File: src/rtl/aska_spi_readback.sv
// SPI Mode 0 readback slave for the ASKA config interface: decodes a read command
// byte, then shifts one 32-bit config word and its CRC-8 out on SPI_MISO.
module aska_spi_readback #(
  parameter logic [7:0] CRC_POLY  = 8'h07,
  parameter logic [5:0] RD_OPCODE = 6'h28
) (
  input  logic        SPI_Clk,
  input  logic        resetn,
  input  logic        SPI_CS,
  input  logic        SPI_MOSI,
  input  logic [31:0] conf0,
  input  logic [31:0] conf1,
  input  logic [31:0] ele1,
  input  logic [31:0] ele2,
  output logic        SPI_MISO,
  output logic        SPI_MISO_oe
);

  // A deasserted chip select wipes the frame exactly like a reset does.
  logic frame_rstn;
  assign frame_rstn = resetn & ~SPI_CS;

  logic [5:0]  bit_cnt;
  logic [7:0]  cmd;
  logic        rd_act;
  logic [38:0] shift;
  logic [31:0] sel_word;
  logic        is_read;

  function automatic logic [7:0] crc8(input logic [31:0] word);
    logic [7:0] crc;
    logic       fb;
    crc = 8'h00;
    for (int i = 31; i >= 0; i--) begin
      fb  = crc[7] ^ word[i];
      crc = {crc[6:0], 1'b0} ^ (fb ? CRC_POLY : 8'h00);
    end
    return crc;
  endfunction

  always_comb begin
    sel_word = conf0;
    case (cmd[1:0])
      2'b00:   sel_word = conf0;
      2'b01:   sel_word = conf1;
      2'b10:   sel_word = ele1;
      default: sel_word = ele2;
    endcase
  end

  assign is_read = (cmd[7:2] == RD_OPCODE);

  always_ff @(posedge SPI_Clk or negedge frame_rstn) begin
    if (!frame_rstn) begin
      bit_cnt <= 6'd0;
      cmd     <= 8'h00;
    end else begin
      if (bit_cnt != 6'd63)
        bit_cnt <= bit_cnt + 6'd1;
      if (bit_cnt < 6'd8)
        cmd <= {cmd[6:0], SPI_MOSI};
    end
  end

  // Bit 31 goes straight to MISO at decode, so shift only holds what follows it.
  always_ff @(negedge SPI_Clk or negedge frame_rstn) begin
    if (!frame_rstn) begin
      rd_act   <= 1'b0;
      shift    <= '0;
      SPI_MISO <= 1'b0;
    end else if (bit_cnt == 6'd8) begin
      rd_act <= is_read;
      if (is_read) begin
        shift    <= {sel_word[30:0], crc8(sel_word)};
        SPI_MISO <= sel_word[31];
      end else begin
        SPI_MISO <= 1'b0;
      end
    end else if (bit_cnt >= 6'd48) begin
      SPI_MISO <= 1'b0;
    end else if (bit_cnt >= 6'd9 && rd_act) begin
      shift    <= {shift[37:0], 1'b0};
      SPI_MISO <= shift[38];
    end
  end

  assign SPI_MISO_oe = rd_act & ~SPI_CS;

endmodule
File: config.mk
export PLATFORM = sky130hd
export DESIGN_NAME = aska_spi_readback
export DESIGN_NICKNAME = d
export VERILOG_FILES = /design/src/rtl/aska_spi_readback.sv
export SDC_FILE = /design/constraint.sdc
export NUM_CORES = 1
export LEC_CHECK = 0
export BUFFER_PORTS_ARGS = -buffer_cell sky130_fd_sc_hd__buf_4
export CAP_MARGIN = 20
export CORE_MARGIN = 2
export CORE_UTILIZATION = 44
export CTS_BUF_LIST = sky130_fd_sc_hd__clkbuf_4
export CTS_CLUSTER_DIAMETER = 80
export DETAILED_ROUTE_END_ITERATION = 10
export PLACE_DENSITY = 0.71
export SYNTH_ARGS = -nofsm -noshare
export SYNTH_HDL_FRONTEND = slang
export SYNTH_SLANG_ARGS = --single-unit
File: constraint.sdc
create_clock -name SPI_Clk -period 7.6 [get_ports SPI_Clk]
set_clock_uncertainty 0.1 [all_clocks]
set_input_delay 0.76 -clock SPI_Clk [delete_from_list [all_inputs] [get_ports SPI_Clk]]
set_output_delay 0.76 -clock SPI_Clk [all_outputs]
set_load 0.02 [all_outputs]
==> results.md, run 1 <==
* Status: finished, final reports clean
* IO Count at 134
* DR WL/cell at 15.71 um
* FF-to-FF End: shift[2]$_DFFE_NN0P_
* Worst Tran Pin Value at 0.7687 ns
* Ant diodes at 0
* Endpoints failing setup at 0
* Final std cells w/o fill at 644
* R2r worst-path depth at 8
* Inst Count DP at 635
* Clock Sinks at 55
* CP Launch Point: cmd[0]$_DFFE_PN0N_
* NumNets Final at 650
* Fillers at 772
* Post-route ant nets at 0
* Placed instance area at 0.005390 mm^2
* Die Ht at 101.7 um
* Routability cong. at 0.8380
* Sequential cell area fraction in the yosys report at 32.78%
* Cts hold-fix bufs at 0
* Seq. cell area at 0.001380 mm^2
* Hold Path Class: reg -> reg
* CTS buffer count at 5
* Yosys reg bits at 55
* Grt met3 use at 2.553%
* Crit path to: shift[2]$_DFFE_NN0P_
* Power per cell area at 236.8 mW/mm^2
* Crit path DAT at 3.74 ns
* Fin area at 0.005455 mm^2
* H-Tree Depth at 2
* GR Util met2 at 33.86%
* Static Leak at 0.002633 uW
* Unrepaired setup endpoints after global routing: no
* Pwr Total at 1292 uW
* Yosys warning count at 0
* Max Cap Viol at 0
* Post-cts resize count at 0
* Final worst slack at 0.1780 ns
* DRT Pass-1 Iters at 4
* Final wirelength at 10120 um
* Crit end category: register
* Vias in the first global route at 3350
* Post-Syn Instances at 383
* GR Overflow Total at 0
* Die X at 101.7 um
* Routed vias/inst at 5.328
* Met1 usage at 27.11%
* VDD IR-drop max at 0.1600 mV
* Final hold vios at 0
* First-pass GRT wire length at 16160 um
* Initial antenna violation count at 0
* Die Area at 0.01034 mm^2
* DRC at 0
* Gr busiest metal: met2
* CP Class: reg -> reg
* Worst skew pair latency at 0.37 ns
* Mapped Nets at 519
* Drt initial violations at 132
* Share of post-route cells with drive strength above 1 at 38.45%
* Starting Density at 45.44%
* Startpoint types: register
* Vias at 3431
* Area Overhead vs Synth at 29.92%
* CTS Buffer Depth at 2
* Critical path peak fanout at 19
* Core area at 0.009240 mm^2
* Post-Syn Area at 0.004199 mm^2
* Slew Limit Fails at 0
* Clk pin slew, worst setup/hold paths at 0.14 ns
* CTS root buf: clkbuf_4
* Site row count at 35
* PortBufs at 133
* Setup TNS Final at 0 ns
* Footprint of the multi-input gates at 0.002698 mm^2
* CTS tree: done
* Required @ worst endpoint at 3.92 ns
* Slew margin rel. at 48.65%
* Hold Path Depth at 2
* R2R Path Start: cmd[0]$_DFFE_PN0N_
* Syn Area/Cell at 10.96 um^2
* Distinct cells, synth at 38
* Internal reg-to-reg setup slack at 0.18 ns
* Pin count of the biggest net entering global routing at 40
* DP HPWL at 8215 um
* Global Route Usage Sum at 19.83%
* Placement Setup Slack at 0.03635 ns
* Post-CTS Setup Bufs at 0
## routing by layer
metal / vias to the layer above / part of all wire (%)
met3: 10 / 5.1
li1: 1634 / -
met4: 0 / 1.2
met1: 1660 / 42
met5: - / 0
met2: 127 / 52
## cells by family (layout without fill, tap and decap cells)
family | Yosys count | count (layout) | synth area share [%]
XOR/XNOR | 68 | 68 | 21.75
multiplexers | 41 | 41 | 20.56
AO/OA/AOI/OAI | 50 | 50 | 7.360
adder cells (fa/ha/maj) | 4 | 4 | 1.192
AND/OR/NAND/NOR | 135 | 135 | 12.99
flip-flops | 55 | 55 | 32.78
buffers and inverters | 30 | 162 | 3.367
## critical path, cell delays in order, from the launching register on
cell,delay [ns]
dfrtp_4,0.63
buf_4,0.37
mux4_2,0.61
xnor3_2,0.53
xnor2_4,0.24
xnor3_2,0.50
xnor2_2,0.17
xnor2_1,0.14
a21o_1,0.17
## final cells by class
cell class	instances	area share (%)
repair buffers	150	20.96
clock buffers	6	0.8257
inverters	4	0.2752
multi-input cells	298	49.45
flip-flops and latches	55	25.30
well taps	129	2.959
clock inverters	2	0.2294
## layout by cell type, fill, tap and decap left out, types with 2 or more instances in the layout
cell type,netlist,final
buf_4,0,148
nand2_1,84,83
dfrtn_1,41,41
nor2_1,37,37
a31oi_1,35,35
xnor2_1,35,35
mux4_2,21,21
xnor3_1,16,16
dfrtp_1,14,13
mux4_1,11,11
xor2_1,10,10
mux2_2,9,9
clkbuf_4,0,6
o21ai_0,5,5
inv_1,4,4
ha_1,4,4
a21oi_1,3,3
nor2b_1,3,2
or4_1,2,2
nand3_1,2,2
xnor2_4,2,2
xnor3_2,2,2
xnor2_2,2,2
o21ai_1,2,2
and3_1,2,2
## per-stage QoR
step	utilization (%)	hold WS [ns]
4_1_cts	58.96	0.3885
2_1_floorplan	-	0.3431
3_5_place_dp	58.33	0.3855
3_3_place_gp	58.04	0.3727
5_1_grt	59.04	0.4217
6_report	59.04	0.3870
## power by group
part           internal, uW  switching [uW]
registers               305            8.32
logic                   504             345
clock network          39.5            90.2
## sequential cells by signal, summed over array words and instances, names as in the netlist
name / flops
bit_cnt: 6
shift: 39
rd_act: 1
SPI_MISO: 1
cmd: 8
## worst min path at each step
| stage | start | end |
|---|---|---|
| after floorplan | rd_act$_DFFE_NN0P_ | rd_act$_DFFE_NN0P_ |
| after global placement | rd_act$_DFFE_NN0P_ | rd_act$_DFFE_NN0P_ |
| after detailed placement | rd_act$_DFFE_NN0P_ | rd_act$_DFFE_NN0P_ |
| after CTS | rd_act$_DFFE_NN0P_ | rd_act$_DFFE_NN0P_ |
| after global routing | shift[37]$_DFFE_NN0P_ | shift[37]$_DFFE_NN0P_ |
| final | rd_act$_DFFE_NN0P_ | rd_act$_DFFE_NN0P_ |
## Yosys cell counts
master	n	area share [%]
nor2_1	37	3.3
xnor3_2	2	1.1
or4_1	2	0.36
buf_2	4	0.48
a41oi_1	1	0.21
dfrtp_1	14	8.3
xor3_1	1	0.57
nor4_1	2	0.30
mux4_2	21	11
o22ai_1	1	0.15
dfrtn_1	41	24
buf_1	3	0.27
nor2b_1	3	0.45
a211o_1	1	0.21
nand3_1	2	0.24
a21o_1	1	0.18
o21ai_0	5	0.60
clkbuf_1	17	1.5
buf_12	1	0.48
xnor2_2	2	0.77
nand2b_1	1	0.15
and3_1	2	0.30
nand2_1	84	7.5
ha_1	4	1.2
mux2_2	9	2.4
a32oi_1	1	0.21
inv_1	4	0.36
xnor3_1	16	8.6
xnor2_1	35	7.3
xor2_1	10	2.1
buf_6	1	0.27
xnor2_4	2	1.3
a31oi_1	35	5.2
a21oi_1	3	0.36
mux4_1	11	6.9
o21ai_1	2	0.24
or4bb_1	1	0.27
nor3_1	1	0.12
No activity file was read; power rests on OpenSTA's default activity.
==> inputs of run 2 (changes only) <==
==> constraint.sdc (replaced) <==
create_clock -name SPI_Clk -period 8.32 [get_ports SPI_Clk]
set_clock_uncertainty 0.1 [all_clocks]
set_input_delay 0.832 -clock SPI_Clk [delete_from_list [all_inputs] [get_ports SPI_Clk]]
set_output_delay 0.832 -clock SPI_Clk [all_outputs]
set_load 0.02 [all_outputs]
==> results.md, run 2 (synthesized netlist as in run 1, its figures left out) <==
* Share of post-route cells with drive strength above 1 at 37.60% (was 38.45%)
* CTS Buffer Depth at 2 (unchanged)
* Critical path peak fanout at 19 (unchanged)
* IO Count at 134 (unchanged)
* Static Leak at 0.002607 uW (was 0.002633 uW)
* Power per cell area at 225.5 mW/mm^2 (was 236.8 mW/mm^2)
* Hold Path Class: reg -> reg (unchanged)
* H-Tree Depth at 2 (unchanged)
* Most frequent cells in the layout: buf_4, nand2_1, dfrtn_1, nor2_1 (unchanged)
* Die X at 101.7 um (unchanged)
* R2R Path Start: cmd[0]$_DFFE_PN0N_ (unchanged)
* Crit-path cells: mux4_1 -> xnor3_1 -> xnor3_1 -> xnor3_1 -> xnor2_1 -> xnor2_2 -> xnor2_1 -> a21o_1 (was buf_4 -> mux4_2 -> xnor3_2 -> xnor2_4 -> xnor3_2 -> xnor2_2 -> xnor2_1 -> a21o_1)
* CTS tree: done (unchanged)
* VDD IR-drop max at 0.1552 mV (was 0.1600 mV)
* Worst min-delay path startpoint: shift[5]$_DFFE_NN0P_ (was rd_act$_DFFE_NN0P_)
* GR Overflow Total at 0 (unchanged)
* Fin Hold WS at 0.3817 ns (was 0.3870 ns)
* Crit path DAT at 3.89 ns (was 3.74 ns)
* Internal reg-to-reg setup slack at 0.40 ns (was 0.18 ns)
* Unrepaired setup endpoints after global routing: no (unchanged)
* DR WL/cell at 15.97 um (was 15.71 um)
* Clock share of power at 12.7% (was 10.0%)
* Sw power at 413.9 uW (was 443.2 uW)
* Starting Density at 45.44% (unchanged)
* DRT Pass-1 Iters at 4 (unchanged)
* Final wirelength at 10190 um (was 10120 um)
* Cell-internal power at 805.4 uW (was 848.8 uW)
* Cts hold-fix bufs at 0 (unchanged)
* Global Route Usage Sum at 19.79% (was 19.83%)
* Slew margin rel. at 42.25% (was 48.65%)
* Post-CTS Setup Bufs at 0 (unchanged)
* Hold Path Depth at 2 (unchanged)
* CTS root buf: clkbuf_4 (unchanged)
* CTS buffer count at 5 (unchanged)
* Most frequent CP cell: xnor3_1 (was xnor3_2)
* CP Class: reg -> reg (unchanged)
* NumNets Final at 643 (was 650)
* Max stage delay on crit path at 0.79 ns (was 0.63 ns)
* Min-Delay Endpoint: shift[5]$_DFFE_NN0P_ (was rd_act$_DFFE_NN0P_)
* Slew Limit Fails at 0 (unchanged)
* Flop pwr share at 23.5% (was 24.3%)
* Initial antenna violation count at 0 (unchanged)
* Biggest regs: shift x39, cmd x8, bit_cnt x6 (unchanged)
* Max Cap Viol at 0 (unchanged)
* PortBufs at 133 (unchanged)
* Post-cts resize count at 0 (unchanged)
* Setup TNS Final at 0 ns (unchanged)
* DRC at 0 (unchanged)
* CP max stage cell: mux4_1 (was dfrtp_4)
* DP HPWL at 8040 um (was 8215 um)
* Crit end category: register (unchanged)
* Pin count of the biggest net entering global routing at 51 (was 40)
* FF-to-FF End: shift[2]$_DFFE_NN0P_ (unchanged)
* Area Overhead vs Synth at 28.78% (was 29.92%)
* Worst skew pair latency at 0.38 ns (was 0.37 ns)
* Routability cong. at 0.8511 (was 0.8380)
* Post-route ant nets at 0 (unchanged)
* Drt initial violations at 173 (was 132)
* Worst Tran Pin Value at 0.8644 ns (was 0.7687 ns)
* Final hold vios at 0 (unchanged)
* Max reg flops at 39 (unchanged)
* Sw Ratio at 33.95% (was 34.30%)
* Site row count at 35 (unchanged)
* R2r worst-path depth at 8 (unchanged)
* Vias in the first global route at 3227 (was 3350)
* Biggest register: shift (unchanged)
* Die Area at 0.01034 mm^2 (unchanged)
* First-pass GRT wire length at 15960 um (was 16160 um)
* Required @ worst endpoint at 4.28 ns (was 3.92 ns)
* Startpoint types: register (unchanged)
* Combinational Power Share at 63.8% (was 65.7%)
* Core area at 0.009240 mm^2 (unchanged)
* Status: finished, final reports clean (unchanged)
* Clock Sinks at 55 (unchanged)
* Vias at 3384 (was 3431)
* Die Ht at 101.7 um (unchanged)
* Endpoints failing setup at 0 (unchanged)
* Clk pin slew, worst setup/hold paths at 0.15 ns (was 0.14 ns)
* Most common cell after layout, fill and taps aside: buf_4 (unchanged)
* Routed vias/inst at 5.304 (was 5.328)
## run 2: cell types whose count changed in the layout (fill, tap and decap cells not counted), sizes merged
| cell | change |
|---|---|
| bufinv | +1 |
| clkinv | -1 |
| buf | -7 |
| clkbuf | +1 |
| diode | +1 |
| clkinvlp | -1 |
## run 2: worst max path at each step
| stage | startpoint | end |
|---|---|---|
| floorplan | SPI_CS | SPI_MISO$_DFFE_NN0P_ |
| global placement | conf1[26] | shift[2]$_DFFE_NN0P_ |
| detailed placement | conf1[26] | shift[2]$_DFFE_NN0P_ |
| CTS | cmd[0]$_DFFE_PN0N_ | shift[2]$_DFFE_NN0P_ |
| global route | cmd[0]$_DFFE_PN0N_ | shift[2]$_DFFE_NN0P_ |
| finish | cmd[0]$_DFFE_PN0N_ | shift[2]$_DFFE_NN0P_ |
## run 2: layout make-up
| cell class | count | area, um^2 |
|---|---|---|
| fillers | 772 | 3832 |
| multi-input cells | 298 | 2698 |
| flip-flops and latches | 55 | 1378 |
| repair buffers | 143 | 1071 |
| well taps | 129 | 161.4 |
| clock buffers | 7 | 52.55 |
| clock inverters | 1 | 30.03 |
| inverters | 4 | 15.01 |
| diodes | 1 | 2.502 |
## run 2: worst max-delay path: cells and delay by family (launching register included)
family         cells  cell delay (ns)
XOR/XNOR           6             1.85
flip-flops         1             0.70
AO/OA/AOI/OAI      1             0.17
multiplexers       1             0.79
## run 2: power by group through the flow
stage	clock network [uW]	registers [uW]	logic (uW)
CTS	158	287	785
global route	171	289	837
floorplan	0	287	630
global placement	0	291	759
finish	155	287	778
detailed placement	0	292	779
## run 2: metal layers
metal / part of all wire [%] / GRT usage, % / vias up
met1: 42 / 26.89 / 1627
li1: - / - / 1621
met4: 1.7 / 5.613 / 0
met2: 51 / 33.25 / 121
met5: 0 / 0 / -
met3: 5.3 / 2.830 / 15
## run 2: per-stage QoR
stage,utilization (%),area [um^2],cells,power (uW),worst slack [ns]
2_1_floorplan,-,4199,383,917.4,0.01050
3_3_place_gp,57.55,5318,628,1050,0.3414
3_5_place_dp,57.55,5318,628,1070,0.2911
4_1_cts,58.44,5400,636,1230,0.3740
5_1_grt,58.50,5405,637,1297,0.1911
6_report,58.52,5408,638,1219,0.3951
==> inputs of run 3 (changes only) <==
--- a/config.mk
+++ b/config.mk
@@ -5,6 +5,7 @@
 export SDC_FILE = /design/constraint.sdc
 export NUM_CORES = 1
 export LEC_CHECK = 0
+export ABC_AREA = 1
 export BUFFER_PORTS_ARGS = -buffer_cell sky130_fd_sc_hd__buf_4
 export CAP_MARGIN = 20
 export CORE_MARGIN = 2
@@ -12,7 +13,7 @@
 export CTS_BUF_LIST = sky130_fd_sc_hd__clkbuf_4
 export CTS_CLUSTER_DIAMETER = 80
 export DETAILED_ROUTE_END_ITERATION = 10
-export PLACE_DENSITY = 0.71
+export PLACE_DENSITY = 0.68
 export SYNTH_ARGS = -nofsm -noshare
 export SYNTH_HDL_FRONTEND = slang
 export SYNTH_SLANG_ARGS = --single-unit
==> results.md, run 3 <==
* CP Class: reg -> reg (unchanged)
* DRT Pass-1 Iters at 8 (was 4)
* Sequential cell area fraction in the yosys report at 26.28% (was 32.78%)
* PortBufs at 133 (unchanged)
* Power per cell area at 173.0 mW/mm^2 (was 225.5 mW/mm^2)
* Vias in the first global route at 5471 (was 3227)
* Post-Syn Instances at 857 (was 383)
* Distinct cells, synth at 44 (was 38)
* Site row count at 39 (was 35)
* Static Leak at 0.003373 uW (was 0.002607 uW)
* Mapped Nets at 993 (was 519)
* Final hold vios at 0 (unchanged)
* First-pass GRT wire length at 25190 um (was 15960 um)
* Area Overhead vs Synth at 21.94% (was 28.78%)
* Crit end category: register (unchanged)
* Max reg flops at 39 (unchanged)
* Hold Path Depth at 2 (unchanged)
* Failing checks: DRC
* Xor/xnor cell area share of the yosys netlist at 0.9558% (was 21.75%)
* Endpoints failing setup at 0 (unchanged)
* Critical path peak fanout at 21 (was 19)
* Crit path buffers/inverters at 4 (was 0)
* Share of post-route cells with drive strength above 1 at 25.15% (was 37.60%)
* Core area at 0.01152 mm^2 (was 0.009240 mm^2)
* Post-cts resize count at 0 (unchanged)
* Worst skew pair latency at 0.39 ns (was 0.38 ns)
* Vias at 5731 (was 3384)
* Compound-Gate Fraction of Synth Area at 12.16% (was 7.360%)
* CTS root buf: clkbuf_4 (unchanged)
* Biggest regs: shift x39, cmd x8, bit_cnt x6 (unchanged)
* Synth area leaders: nand2_1, dfrtn_1, nand3_1 (was dfrtn_1, mux4_2, xnor3_1)
* Starting Density at 45.47% (was 45.44%)
* CP max stage cell: dfrtp_1 (was mux4_1)
* H-Tree Depth at 2 (unchanged)
* GR Overflow Total at 0 (unchanged)
* Die Area at 0.01279 mm^2 (was 0.01034 mm^2)
* Max Cap Viol at 0 (unchanged)
* Cell-internal power at 593.8 uW (was 805.4 uW)
* Slew Limit Fails at 0 (unchanged)
* Post-CTS Setup Bufs at 0 (unchanged)
* Top_reg_cell synth: dfrtn_1 (unchanged)
* Fin Hold WS at 0.3276 ns (was 0.3817 ns)
* Most common cell after layout, fill and taps aside: nand2_1 (was buf_4)
* Sw power at 511.1 uW (was 413.9 uW)
* Clock share of power at 14.3% (was 12.7%)
* Routed vias/inst at 5.112 (was 5.304)
* Status: complete, but fails checks (was finished, final reports clean)
* Setup TNS Final at 0 ns (unchanged)
* Cell with the most instances after synthesis: nand2_1 (unchanged)
* Cts hold-fix bufs at 0 (unchanged)
* Post-route ant nets at 0 (unchanged)
* CTS buffer count at 5 (unchanged)
* List of most frequent post-synthesis cells: nand2_1, nand3_1, nor2_1 (was nand2_1, dfrtn_1, nor2_1)
* DR WL/cell at 13.24 um (was 15.97 um)
* Syn Area/Cell at 6.110 um^2 (was 10.96 um^2)
* Clk pin slew, worst setup/hold paths at 0.17 ns (was 0.15 ns)
* Yosys warning count at 0 (unchanged)
* Most frequent cells in the layout: nand2_1, buf_4, nand3_1, inv_1, nor2_1 (was buf_4, nand2_1, dfrtn_1, nor2_1)
* Pin count of the biggest net entering global routing at 47 (was 51)
* Share of the synthesized area in the top cell type at 22.01% (was 24.43%)
* Startpoint types: register (unchanged)
* Combinational family with the most area after synthesis: simple AND/OR/NAND/NOR gates (was XOR/XNOR gates)
* Post-synthesis adder-cell area fraction at 0.9558% (was 1.192%)
* Crit path DAT at 3.73 ns (was 3.89 ns)
* Combinational Power Share at 57.0% (was 63.8%)
* Die X at 113.1 um (was 101.7 um)
* Initial antenna violation count at 0 (unchanged)
* Clock Sinks at 55 (unchanged)
* DP HPWL at 11950 um (was 8040 um)
* Worst Tran Pin Value at 0.8321 ns (was 0.8644 ns)
* Number of synthesized flops with an enable pin at 0 (unchanged)
* Yosys reg bits at 55 (unchanged)
* Routability cong. at 0.8760 (was 0.8511)
* Die Ht at 113.1 um (was 101.7 um)
* DRC at 2 (was 0)
* Simple-gate portion of the synthesized area at 49.84% (was 12.99%)
* Final wirelength at 14840 um (was 10190 um)
* Ant diodes at 0 (was 1)
* Sw Ratio at 46.26% (was 33.95%)
* Required @ worst endpoint at 4.29 ns (was 4.28 ns)
* Biggest register: shift (unchanged)
* Global Route Usage Sum at 23.72% (was 19.79%)
* R2r worst-path depth at 24 (was 8)
* Levels on crit path at 24 (was 8)
* Slew margin rel. at 44.39% (was 42.25%)
* CTS tree: done (unchanged)
* Crit-path cells: buf_4 -> nand2_2 -> inv_2 -> nand2_1 -> nand4_1 -> nand2_1 -> nand2_1 -> nand2_1 -> nand2_1 -> nand3_1 -> nand2_2 -> inv_1 -> nand2_1 -> nand3_1 -> nand3_1 -> nand2_1 -> inv_2 -> nand2_1 -> nand2_1 -> nand2_1 -> nand3_1 -> nand3_1 -> nand2_1 -> nand2_1 (was mux4_1 -> xnor3_1 -> xnor3_1 -> xnor3_1 -> xnor2_1 -> xnor2_2 -> xnor2_1 -> a21o_1)
* Fillers at 1208 (was 772)
* VDD IR-drop max at 0.07169 mV (was 0.1552 mV)
* Mux contribution to synthesized area at 0.2151% (was 20.56%)
* Unrepaired setup endpoints after global routing: no (unchanged)
* Family with the most delay on the worst path: simple AND/OR/NAND/NOR gates (was XOR/XNOR gates)
* Most frequent CP cell: nand2_1 (was xnor3_1)
* Placement Setup Slack at 0.6614 ns (was 0.2911 ns)
* Max stage delay on crit path at 0.46 ns (was 0.79 ns)
* NumNets Final at 1113 (was 643)
* Hold Path Class: reg -> reg (unchanged)
* Post-Syn Area at 0.005236 mm^2 (was 0.004199 mm^2)
* CTS Buffer Depth at 2 (unchanged)
* Flop pwr share at 28.6% (was 23.5%)
* IO Count at 134 (unchanged)
* Post-synth top area cell: nand2_1 (was dfrtn_1)
* Drt initial violations at 317 (was 173)
* Final worst slack at 0.5614 ns (was 0.3951 ns)
* Asr flop ratio synth at 100.0% (unchanged)
[run 3: tightest hold or removal path: cells and delay by family (launching register included)]
family / cells / cell delay, ns
AND/OR/NAND/NOR: 2 / 0.10
flip-flops: 1 / 0.43
[run 3: worst paths after layout]
check | endpoint | slack, ns | start
worst min-delay path | shift[3]$_DFFE_NN0P_ | 0.33 | shift[3]$_DFFE_NN0P_
max in group asynchronous | shift[7]$_DFFE_NN0P_ | 2.84 | SPI_CS
worst max register to register | shift[3]$_DFFE_NN0P_ | 0.56 | cmd[0]$_DFFE_PN0N_
worst min register to register | shift[3]$_DFFE_NN0P_ | 0.33 | shift[3]$_DFFE_NN0P_
min in group asynchronous | cmd[0]$_DFFE_PN0N_ | 0.53 | resetn
worst max-delay path | shift[3]$_DFFE_NN0P_ | 0.56 | cmd[0]$_DFFE_PN0N_
[run 3: routing by layer]
layer	vias to the layer above	track usage (%)	part of all wire, %
li1	3008	-	-
met1	2600	31.09	46
met2	102	41.36	50
met3	21	3.053	2.9
met4	0	6.260	1.8
met5	-	0	0
[run 3: logic make-up after synthesis]
group | count (synthesis)
muxes | 1
and+or+nand+nor | 567
DFF | 55
AOI/OAI and AO/OA | 120
xor gates and xnor gates | 4
buffers and inverters | 106
adders and majority gates | 4
[run 3: metrics by stage]
stage / total power [uW] / area [um^2] / std cells / util [%]
5_1_grt: 1224 / 6385 / 1121 / 55.44
4_1_cts: 1107 / 6385 / 1121 / 55.44
2_1_floorplan: 799.8 / 5236 / 857 / -
3_5_place_dp: 948.5 / 6301 / 1113 / 54.72
3_3_place_gp: 941.7 / 6301 / 1113 / 54.72
6_report: 1105 / 6385 / 1121 / 55.44
[run 3: power groups by stage]
stage	Clock (uW)	Combinational, uW	Sequential, uW
finish	158	630	316
global placement	0	622	320
global route	173	731	320
floorplan	0	484	316
detailed placement	0	628	320
CTS	162	630	316
[run 3: cell type report]
type | count | area (um^2) | share of cell area [%]
Clock inverter | 3 | 46.29 | 0.7251
Inverter | 74 | 279.0 | 4.370
Sequential cell | 55 | 1376 | 21.56
Multi-Input combinational cell | 696 | 3366 | 52.71
Timing Repair Buffer | 145 | 1101 | 17.24
Tap cell | 143 | 178.9 | 2.802
Clock buffer | 5 | 37.54 | 0.5879
